===== src/rtl/deco_pkg.sv =====
// Shared definitions for the write-side port decoder: port addresses,
// command and error bit positions, the transaction state encoding and a
// port-match helper.
package deco_pkg;

    // Processor output-port addresses
    localparam logic [7:0] PUERTO_DIR  = 8'h01;
    localparam logic [7:0] PUERTO_DATO = 8'h02;
    localparam logic [7:0] PUERTO_CMD  = 8'h03;
    localparam logic [7:0] PUERTO_CLR  = 8'h04;

    // Bit positions inside the command byte
    localparam int CMD_BIT_ESCRIBE = 0;
    localparam int CMD_BIT_LEE     = 1;

    // Bit positions inside the sticky error flags
    localparam int ERR_BIT_TIMEOUT  = 0;
    localparam int ERR_BIT_COLISION = 1;

    typedef enum logic [2:0] {
        REPOSO   = 3'd0,
        ESCRIBE  = 3'd1,
        ESPERA_E = 3'd2,
        LEE      = 3'd3,
        ESPERA_L = 3'd4
    } estado_t;

    // True when the processor writes the given port in this cycle
    function automatic logic es_escritura(input logic       strobe,
                                          input logic [7:0] port_id,
                                          input logic [7:0] puerto);
        return strobe && (port_id == puerto);
    endfunction

endpackage


===== src/rtl/deco_temporizador.sv =====
// Timeout counter for the ESPERA states. Cleared by inicio (the cycle
// before the wait starts), counts while activo, and flags vencido while
// sitting on the terminal count TIMEOUT_CICLOS-1.
// Only instantiated when DECO_TIMEOUT_EN is defined.
module deco_temporizador #(
    parameter int TIMEOUT_CICLOS = 1000
) (
    input  logic clk,
    input  logic reset,
    input  logic inicio,
    input  logic activo,
    output logic vencido
);

    localparam int W = (TIMEOUT_CICLOS > 2) ? $clog2(TIMEOUT_CICLOS) : 1;
    localparam logic [W-1:0] TERMINAL = W'(TIMEOUT_CICLOS - 1);

    logic [W-1:0] r_cuenta;

    // Wait-cycle counter: restart on entry, saturate at the terminal count
    always_ff @(posedge clk or posedge reset) begin
        if (reset) begin
            r_cuenta <= {W{1'b0}};
        end else if (inicio) begin
            r_cuenta <= {W{1'b0}};
        end else if (activo && (r_cuenta != TERMINAL)) begin
            r_cuenta <= r_cuenta + W'(1);
        end else begin
            r_cuenta <= r_cuenta;
        end
    end

    assign vencido = activo && (r_cuenta == TERMINAL);

endmodule


===== src/rtl/deco_escritura_puerto.sv =====
// Write-side port decoder: captures address/data port writes, turns
// command writes into one-cycle start strobes for the write/read bus
// engines and tracks each transaction to its done flag, producing the
// listo / ocupado / error status and the captured read data.
// Optional feature: DECO_TIMEOUT_EN adds a wait timeout (error[0]).
module deco_escritura_puerto
    import deco_pkg::*;
#(
    parameter int TIMEOUT_CICLOS = 1000
) (
    input  logic       clk,
    input  logic       reset,
    input  logic [7:0] port_id,
    input  logic [7:0] out_port,
    input  logic       write_strobe,
    input  logic       listo_escribe,
    input  logic       listo_lee,
    input  logic [7:0] dato_bus,
    output logic       inicia_escribe,
    output logic       inicia_lee,
    output logic [7:0] direccion,
    output logic [7:0] dato_escribe,
    output logic [7:0] dato_leido,
    output logic       listo,
    output logic       ocupado,
    output logic [1:0] error
);

    if (TIMEOUT_CICLOS < 2) begin : g_param_check
        $error("deco_escritura_puerto: TIMEOUT_CICLOS must be at least 2");
    end

    estado_t    r_estado;
    logic       r_inicia_escribe;
    logic       r_inicia_lee;
    logic [7:0] r_direccion;
    logic [7:0] r_dato_escribe;
    logic [7:0] r_dato_leido;
    logic       r_listo;
    logic       r_ocupado;
    logic [1:0] r_error;

    logic w_wr_dir;
    logic w_wr_dato;
    logic w_wr_cmd;
    logic w_wr_clr;
    logic w_vencido;

    assign w_wr_dir  = es_escritura(write_strobe, port_id, PUERTO_DIR);
    assign w_wr_dato = es_escritura(write_strobe, port_id, PUERTO_DATO);
    assign w_wr_cmd  = es_escritura(write_strobe, port_id, PUERTO_CMD);
    assign w_wr_clr  = es_escritura(write_strobe, port_id, PUERTO_CLR);

`ifdef DECO_TIMEOUT_EN
    logic w_inicio_espera;
    logic w_en_espera;

    // ESCRIBE/LEE always last one cycle, so they mark the wait entry
    assign w_inicio_espera = (r_estado == ESCRIBE) || (r_estado == LEE);
    assign w_en_espera     = (r_estado == ESPERA_E) || (r_estado == ESPERA_L);

    deco_temporizador #(
        .TIMEOUT_CICLOS (TIMEOUT_CICLOS)
    ) u_temporizador (
        .clk     (clk),
        .reset   (reset),
        .inicio  (w_inicio_espera),
        .activo  (w_en_espera),
        .vencido (w_vencido)
    );
`else
    assign w_vencido = 1'b0;
`endif

    // Transaction FSM with registered strobes, status and captured data
    always_ff @(posedge clk or posedge reset) begin
        if (reset) begin
            r_estado         <= REPOSO;
            r_inicia_escribe <= 1'b0;
            r_inicia_lee     <= 1'b0;
            r_direccion      <= 8'h00;
            r_dato_escribe   <= 8'h00;
            r_dato_leido     <= 8'h00;
            r_listo          <= 1'b0;
            r_ocupado        <= 1'b0;
            r_error          <= 2'b00;
        end else begin
            r_inicia_escribe <= 1'b0;
            r_inicia_lee     <= 1'b0;

            // Address/data stay writable while busy; engines latch at the strobe
            if (w_wr_dir) begin
                r_direccion <= out_port;
            end
            if (w_wr_dato) begin
                r_dato_escribe <= out_port;
            end

            // Clear first so any set event later in this block overrides it
            if (w_wr_clr) begin
                r_listo <= 1'b0;
                r_error <= 2'b00;
            end

            case (r_estado)
                REPOSO: begin
                    if (w_wr_cmd && out_port[CMD_BIT_ESCRIBE]) begin
                        // Write wins when both bits are set; read is dropped
                        r_estado         <= ESCRIBE;
                        r_inicia_escribe <= 1'b1;
                        r_ocupado        <= 1'b1;
                        r_listo          <= 1'b0;
                    end else if (w_wr_cmd && out_port[CMD_BIT_LEE]) begin
                        r_estado     <= LEE;
                        r_inicia_lee <= 1'b1;
                        r_ocupado    <= 1'b1;
                        r_listo      <= 1'b0;
                    end
                end
                ESCRIBE: begin
                    r_estado <= ESPERA_E;
                end
                ESPERA_E: begin
                    // A done flag on the terminal count beats the timeout
                    if (listo_escribe) begin
                        r_estado  <= REPOSO;
                        r_listo   <= 1'b1;
                        r_ocupado <= 1'b0;
                    end else if (w_vencido) begin
                        r_estado                 <= REPOSO;
                        r_ocupado                <= 1'b0;
                        r_error[ERR_BIT_TIMEOUT] <= 1'b1;
                    end
                end
                LEE: begin
                    r_estado <= ESPERA_L;
                end
                ESPERA_L: begin
                    if (listo_lee) begin
                        r_estado     <= REPOSO;
                        r_listo      <= 1'b1;
                        r_ocupado    <= 1'b0;
                        r_dato_leido <= dato_bus;
                    end else if (w_vencido) begin
                        r_estado                 <= REPOSO;
                        r_ocupado                <= 1'b0;
                        r_error[ERR_BIT_TIMEOUT] <= 1'b1;
                    end
                end
                default: begin
                    r_estado  <= REPOSO;
                    r_ocupado <= 1'b0;
                end
            endcase

            // A command while busy is discarded and flagged
            if (w_wr_cmd && r_ocupado) begin
                r_error[ERR_BIT_COLISION] <= 1'b1;
            end
        end
    end

    assign inicia_escribe = r_inicia_escribe;
    assign inicia_lee     = r_inicia_lee;
    assign direccion      = r_direccion;
    assign dato_escribe   = r_dato_escribe;
    assign dato_leido     = r_dato_leido;
    assign listo          = r_listo;
    assign ocupado        = r_ocupado;
    assign error          = r_error;

endmodule


===== config.mk =====
export PLATFORM = sky130hd
export DESIGN_NAME = deco_escritura_puerto
export DESIGN_NICKNAME = d
export VERILOG_FILES = /design/src/rtl/deco_pkg.sv /design/src/rtl/deco_temporizador.sv /design/src/rtl/deco_escritura_puerto.sv
export SDC_FILE = /design/constraint.sdc
export NUM_CORES = 1
export LEC_CHECK = 0
export ABC_CLOCK_PERIOD_IN_PS = 2000
export BUFFER_PORTS_ARGS = -buffer_cell sky130_fd_sc_hd__clkbuf_2
export CORE_MARGIN = 1
export CORE_UTILIZATION = 25
export CTS_BUF_LIST = sky130_fd_sc_hd__clkbuf_2
export DETAILED_ROUTE_END_ITERATION = 8
export GPL_TIMING_DRIVEN = 0
export HOLD_SLACK_MARGIN = 0.06
export PLACE_DENSITY = 0.53
export SLEW_MARGIN = 20
export SYNTH_ARGS = -nofsm -noshare
export SYNTH_HDL_FRONTEND = slang
export SYNTH_SLANG_ARGS = --single-unit
export TNS_END_PERCENT = 1

===== constraint.sdc =====
create_clock -name clk -period 2 [get_ports clk]
set_input_delay 0.2 -clock clk [delete_from_list [all_inputs] [get_ports clk]]
set_output_delay 0.2 -clock clk [all_outputs]
set_load 0.02 [all_outputs]

==> impl_metrics.env <==
export IMPL_initial_utilization=0.2676
export IMPL_maxCapViolCount=0
export IMPL_timing_setup_tns_ns=0
export IMPL_postSynth_asyncResetShare=1.000
export IMPL_max_slew_margin_rel=0.5403
export IMPL_synth_top_cells_by_count="32 x sky130_fd_sc_hd__dfrtp_1, 23 x sky130_fd_sc_hd__mux2_2, 5 x sky130_fd_sc_hd__nor2_1"
export IMPL_final_min_clock_period_ns=1.746
export IMPL_yosys_top_cells_area="sky130_fd_sc_hd__dfrtp_1 57%, sky130_fd_sc_hd__mux2_2 18%, sky130_fd_sc_hd__nor4_4 3.0%, sky130_fd_sc_hd__nor4bb_1 2.1%, sky130_fd_sc_hd__nor3b_1 1.6%"
export IMPL_synth_main_ff_cell="sky130_fd_sc_hd__dfrtp_1"
export IMPL_number_of_global_route_vias_before_repair=1170
export IMPL_synth_enable_flop_cells=0
export IMPL_period_share=0.8731
export IMPL_finish_net_count=214
export IMPL_power_static_leakage_nw=1.007
export IMPL_grt_setup_unrepaired="no"
export IMPL_ff2ff_setup_slack_ns=0.25
export IMPL_cts_made_buffers=5
export IMPL_cp_data_arrival_time_ns=2.02
export IMPL_share_comb_of_total_power=0.163
export IMPL_die_width_um=77.10
export IMPL_clock_power_share=0.323
export IMPL_die_height_um=77.10
export IMPL_netlist_area_leader_share=0.5679
export IMPL_hold_viol_final=0
export IMPL_antenna_violating_nets_remaining=0
export IMPL_coreArea_mm2=0.005270
export IMPL_ys_seq_area_frac=0.5679
export IMPL_post_dp_hpwl_um=2172
export IMPL_setup_worst_path_start_class="flop"
export IMPL_die_area_mm2=0.005944
export IMPL_detailedRoute_firstPassIterationCount=4
export IMPL_mappedNetlistNets=134
export IMPL_ff2ff_path_depth=4
export IMPL_power_density_cell_area_mw_per_mm2=682.9
export IMPL_first_pass_grt_wire_length_um=5444
export IMPL_diodes=0
export IMPL_initial_antenna_violation_count=0
export IMPL_synth_yosys_warnings=0
export IMPL_worst_pin_slew_ns=0.6845
export IMPL_globalRouteTotalUtil=0.1192
export IMPL_grt_remaining_overflow=0
export IMPL_ys_types=34
export IMPL_tritoncts="yes"
export IMPL_cts_htree_levels=2
export IMPL_critical_path_class="reg -> reg"
export IMPL_worst_skew_pair_late_latency_ns=0.37
export IMPL_floorplan_rows=26
export IMPL_synth_ff_latch_count=32
export IMPL_clock_skew_final_ns=0.01276
export IMPL_detail_route_iter0_violations=66
export IMPL_clock_sink_count=32
export IMPL_syn_avg_cell_area_um2=13.43
export IMPL_slew_violations=0
export IMPL_synth_cell_area_mm2=0.001410
export IMPL_worst_hold_path_num_cells=2
export IMPL_switching_share=0.2735
export IMPL_worst_hold_path_type="in -> reg"
export IMPL_fillerInstances=545
export IMPL_cell_internal_pwr_uw=997.6
export IMPL_post_synth_top_area_cell="sky130_fd_sc_hd__dfrtp_1"
export IMPL_switching_power_total_uw=375.5
export IMPL_grt_start_max_net_pins=33
export IMPL_worst_setup_path_end_kind="flop"
export IMPL_worst_path_max_fanout=9
export IMPL_fin_worst_hold_slack_ns=0.1026
export IMPL_num_vias=1118
export IMPL_fmax_mhz=572.7
export IMPL_critical_path_required_ns=2.28
export IMPL_io_pins=59
export IMPL_wire_per_inst_um=12.45
export IMPL_netlist_instances=105
export IMPL_via_per_inst=4.367
export IMPL_max_vdd_ir_drop_uv=296.9
export IMPL_gp_congestion=0.7356
export IMPL_place_port_buffers=57
export IMPL_clockBufferDepth=2
export IMPL_yosysMostFrequentCell="sky130_fd_sc_hd__dfrtp_1"
export IMPL_drt_total_wl_um=3188
export IMPL_power_share_sequential=0.514
export IMPL_area_growth_from_synthesis_to_layout_pct=42.59
export IMPL_path_clk_slew_ns=0.18
export IMPL_drc=0
export IMPL_result_of_the_run="finished clean"
export IMPL_number_of_failing_setup_endpoints_in_the_final_timing_report=0
export IMPL_clk_tree_root_cell="sky130_fd_sc_hd__clkbuf_2"
export IMPL_drive_gt1_frac=0.5054
final timing paths:
check / startpoint / endpoint
min: out_port[1] / inicia_lee
max reg2reg: r_estado[1] / dato_leido[3]
max in group asynchronous: reset / r_estado[0]
min reg2reg: direccion[1] / direccion[1]
min in group asynchronous: reset / dato_leido[7]
max: r_estado[1] / dato_leido[3]
worst max-delay path, stage by stage, from the launching register on:
cell,delay (ns)
sky130_fd_sc_hd__dfrtp_1,0.39
sky130_fd_sc_hd__clkbuf_1,0.18
sky130_fd_sc_hd__nor4bb_1,0.29
sky130_fd_sc_hd__clkbuf_1,0.40
sky130_fd_sc_hd__mux2_2,0.40
layout by cell type (no fill, tap or decap), types with 2 or more instances in the layout:
cell / Yosys / routed
sky130_fd_sc_hd__nor2b_1: 2 / 2
sky130_fd_sc_hd__dlygate4sd3_1: 0 / 16
sky130_fd_sc_hd__nand2b_1: 3 / 3
sky130_fd_sc_hd__nor3b_1: 3 / 3
sky130_fd_sc_hd__o21ai_0: 2 / 2
sky130_fd_sc_hd__clkbuf_2: 0 / 62
sky130_fd_sc_hd__nor4_4: 2 / 2
sky130_fd_sc_hd__clkbuf_1: 4 / 4
sky130_fd_sc_hd__dfrtp_1: 32 / 32
sky130_fd_sc_hd__nor2_1: 5 / 5
sky130_fd_sc_hd__nor4bb_1: 3 / 3
sky130_fd_sc_hd__nand2_1: 2 / 2
sky130_fd_sc_hd__mux2_2: 23 / 23
timing repair:
item                      in CTS  in global routing
gates resized for setup        0                  0
buffers inserted               0                  0
hold endpoints to repair      53                  0
hold buffers                  16                  0
kinds of logic after synthesis:
family	synth area share
AO/OA/AOI/OAI	0.06745
buffers and inverters	0.02484
flip-flops	0.5679
multiplexers	0.1917
other	0.002659
AND/OR/NAND/NOR	0.1455
flip-flops by register name (all words and copies together), names as in the netlist:
signal,flops
direccion,8
inicia_escribe,1
ocupado,1
r_estado,3
error,1
inicia_lee,1
dato_escribe,8
listo,1
dato_leido,8
per-layer routing:
layer	part of all wire	GRT usage
met1	0.44	0.1371
met3	0.047	0.03095
met5	0	0
met2	0.49	0.1982
met4	0.029	0.07170
cell type report:
| type | count | area (um^2) | area share |
|---|---|---|---|
| Clock buffer | 5 | 25.02 | 0.01245 |
| Inverter | 2 | 7.507 | 0.003734 |
| Timing Repair Buffer | 73 | 445.4 | 0.2215 |
| Buffer | 6 | 27.53 | 0.01369 |
| Multi-Input combinational cell | 65 | 574.3 | 0.2856 |
| Tap cell | 70 | 87.58 | 0.04356 |
| Clock inverter | 3 | 42.54 | 0.02116 |
| Sequential cell | 32 | 800.8 | 0.3983 |
power groups by stage:
stage / Sequential, mW / Clock [mW] / Combinational (mW)
2_1_floorplan: 0.766 / 0 / 0.0636
3_3_place_gp: 0.717 / 0 / 0.201
3_5_place_dp: 0.717 / 0 / 0.202
4_1_cts: 0.706 / 0.468 / 0.227
5_1_grt: 0.712 / 0.498 / 0.243
6_report: 0.706 / 0.443 / 0.224
metrics by stage:
| step | power [mW] | cells | util | worst slack (ns) | cell area (um^2) |
|---|---|---|---|---|---|
| floorplan | 0.8298 | 105 | - | 0.2263 | 1410 |
| global placement | 0.9181 | 232 | 0.3383 | -0.1391 | 1783 |
| detailed placement | 0.9193 | 232 | 0.3383 | -0.1426 | 1783 |
| CTS | 1.400 | 256 | 0.3815 | 0.2178 | 2011 |
| global route | 1.453 | 256 | 0.3815 | 0.07861 | 2011 |
| finish | 1.373 | 256 | 0.3815 | 0.2539 | 2011 |
Note: power is estimated with default switching activity, not from simulation.
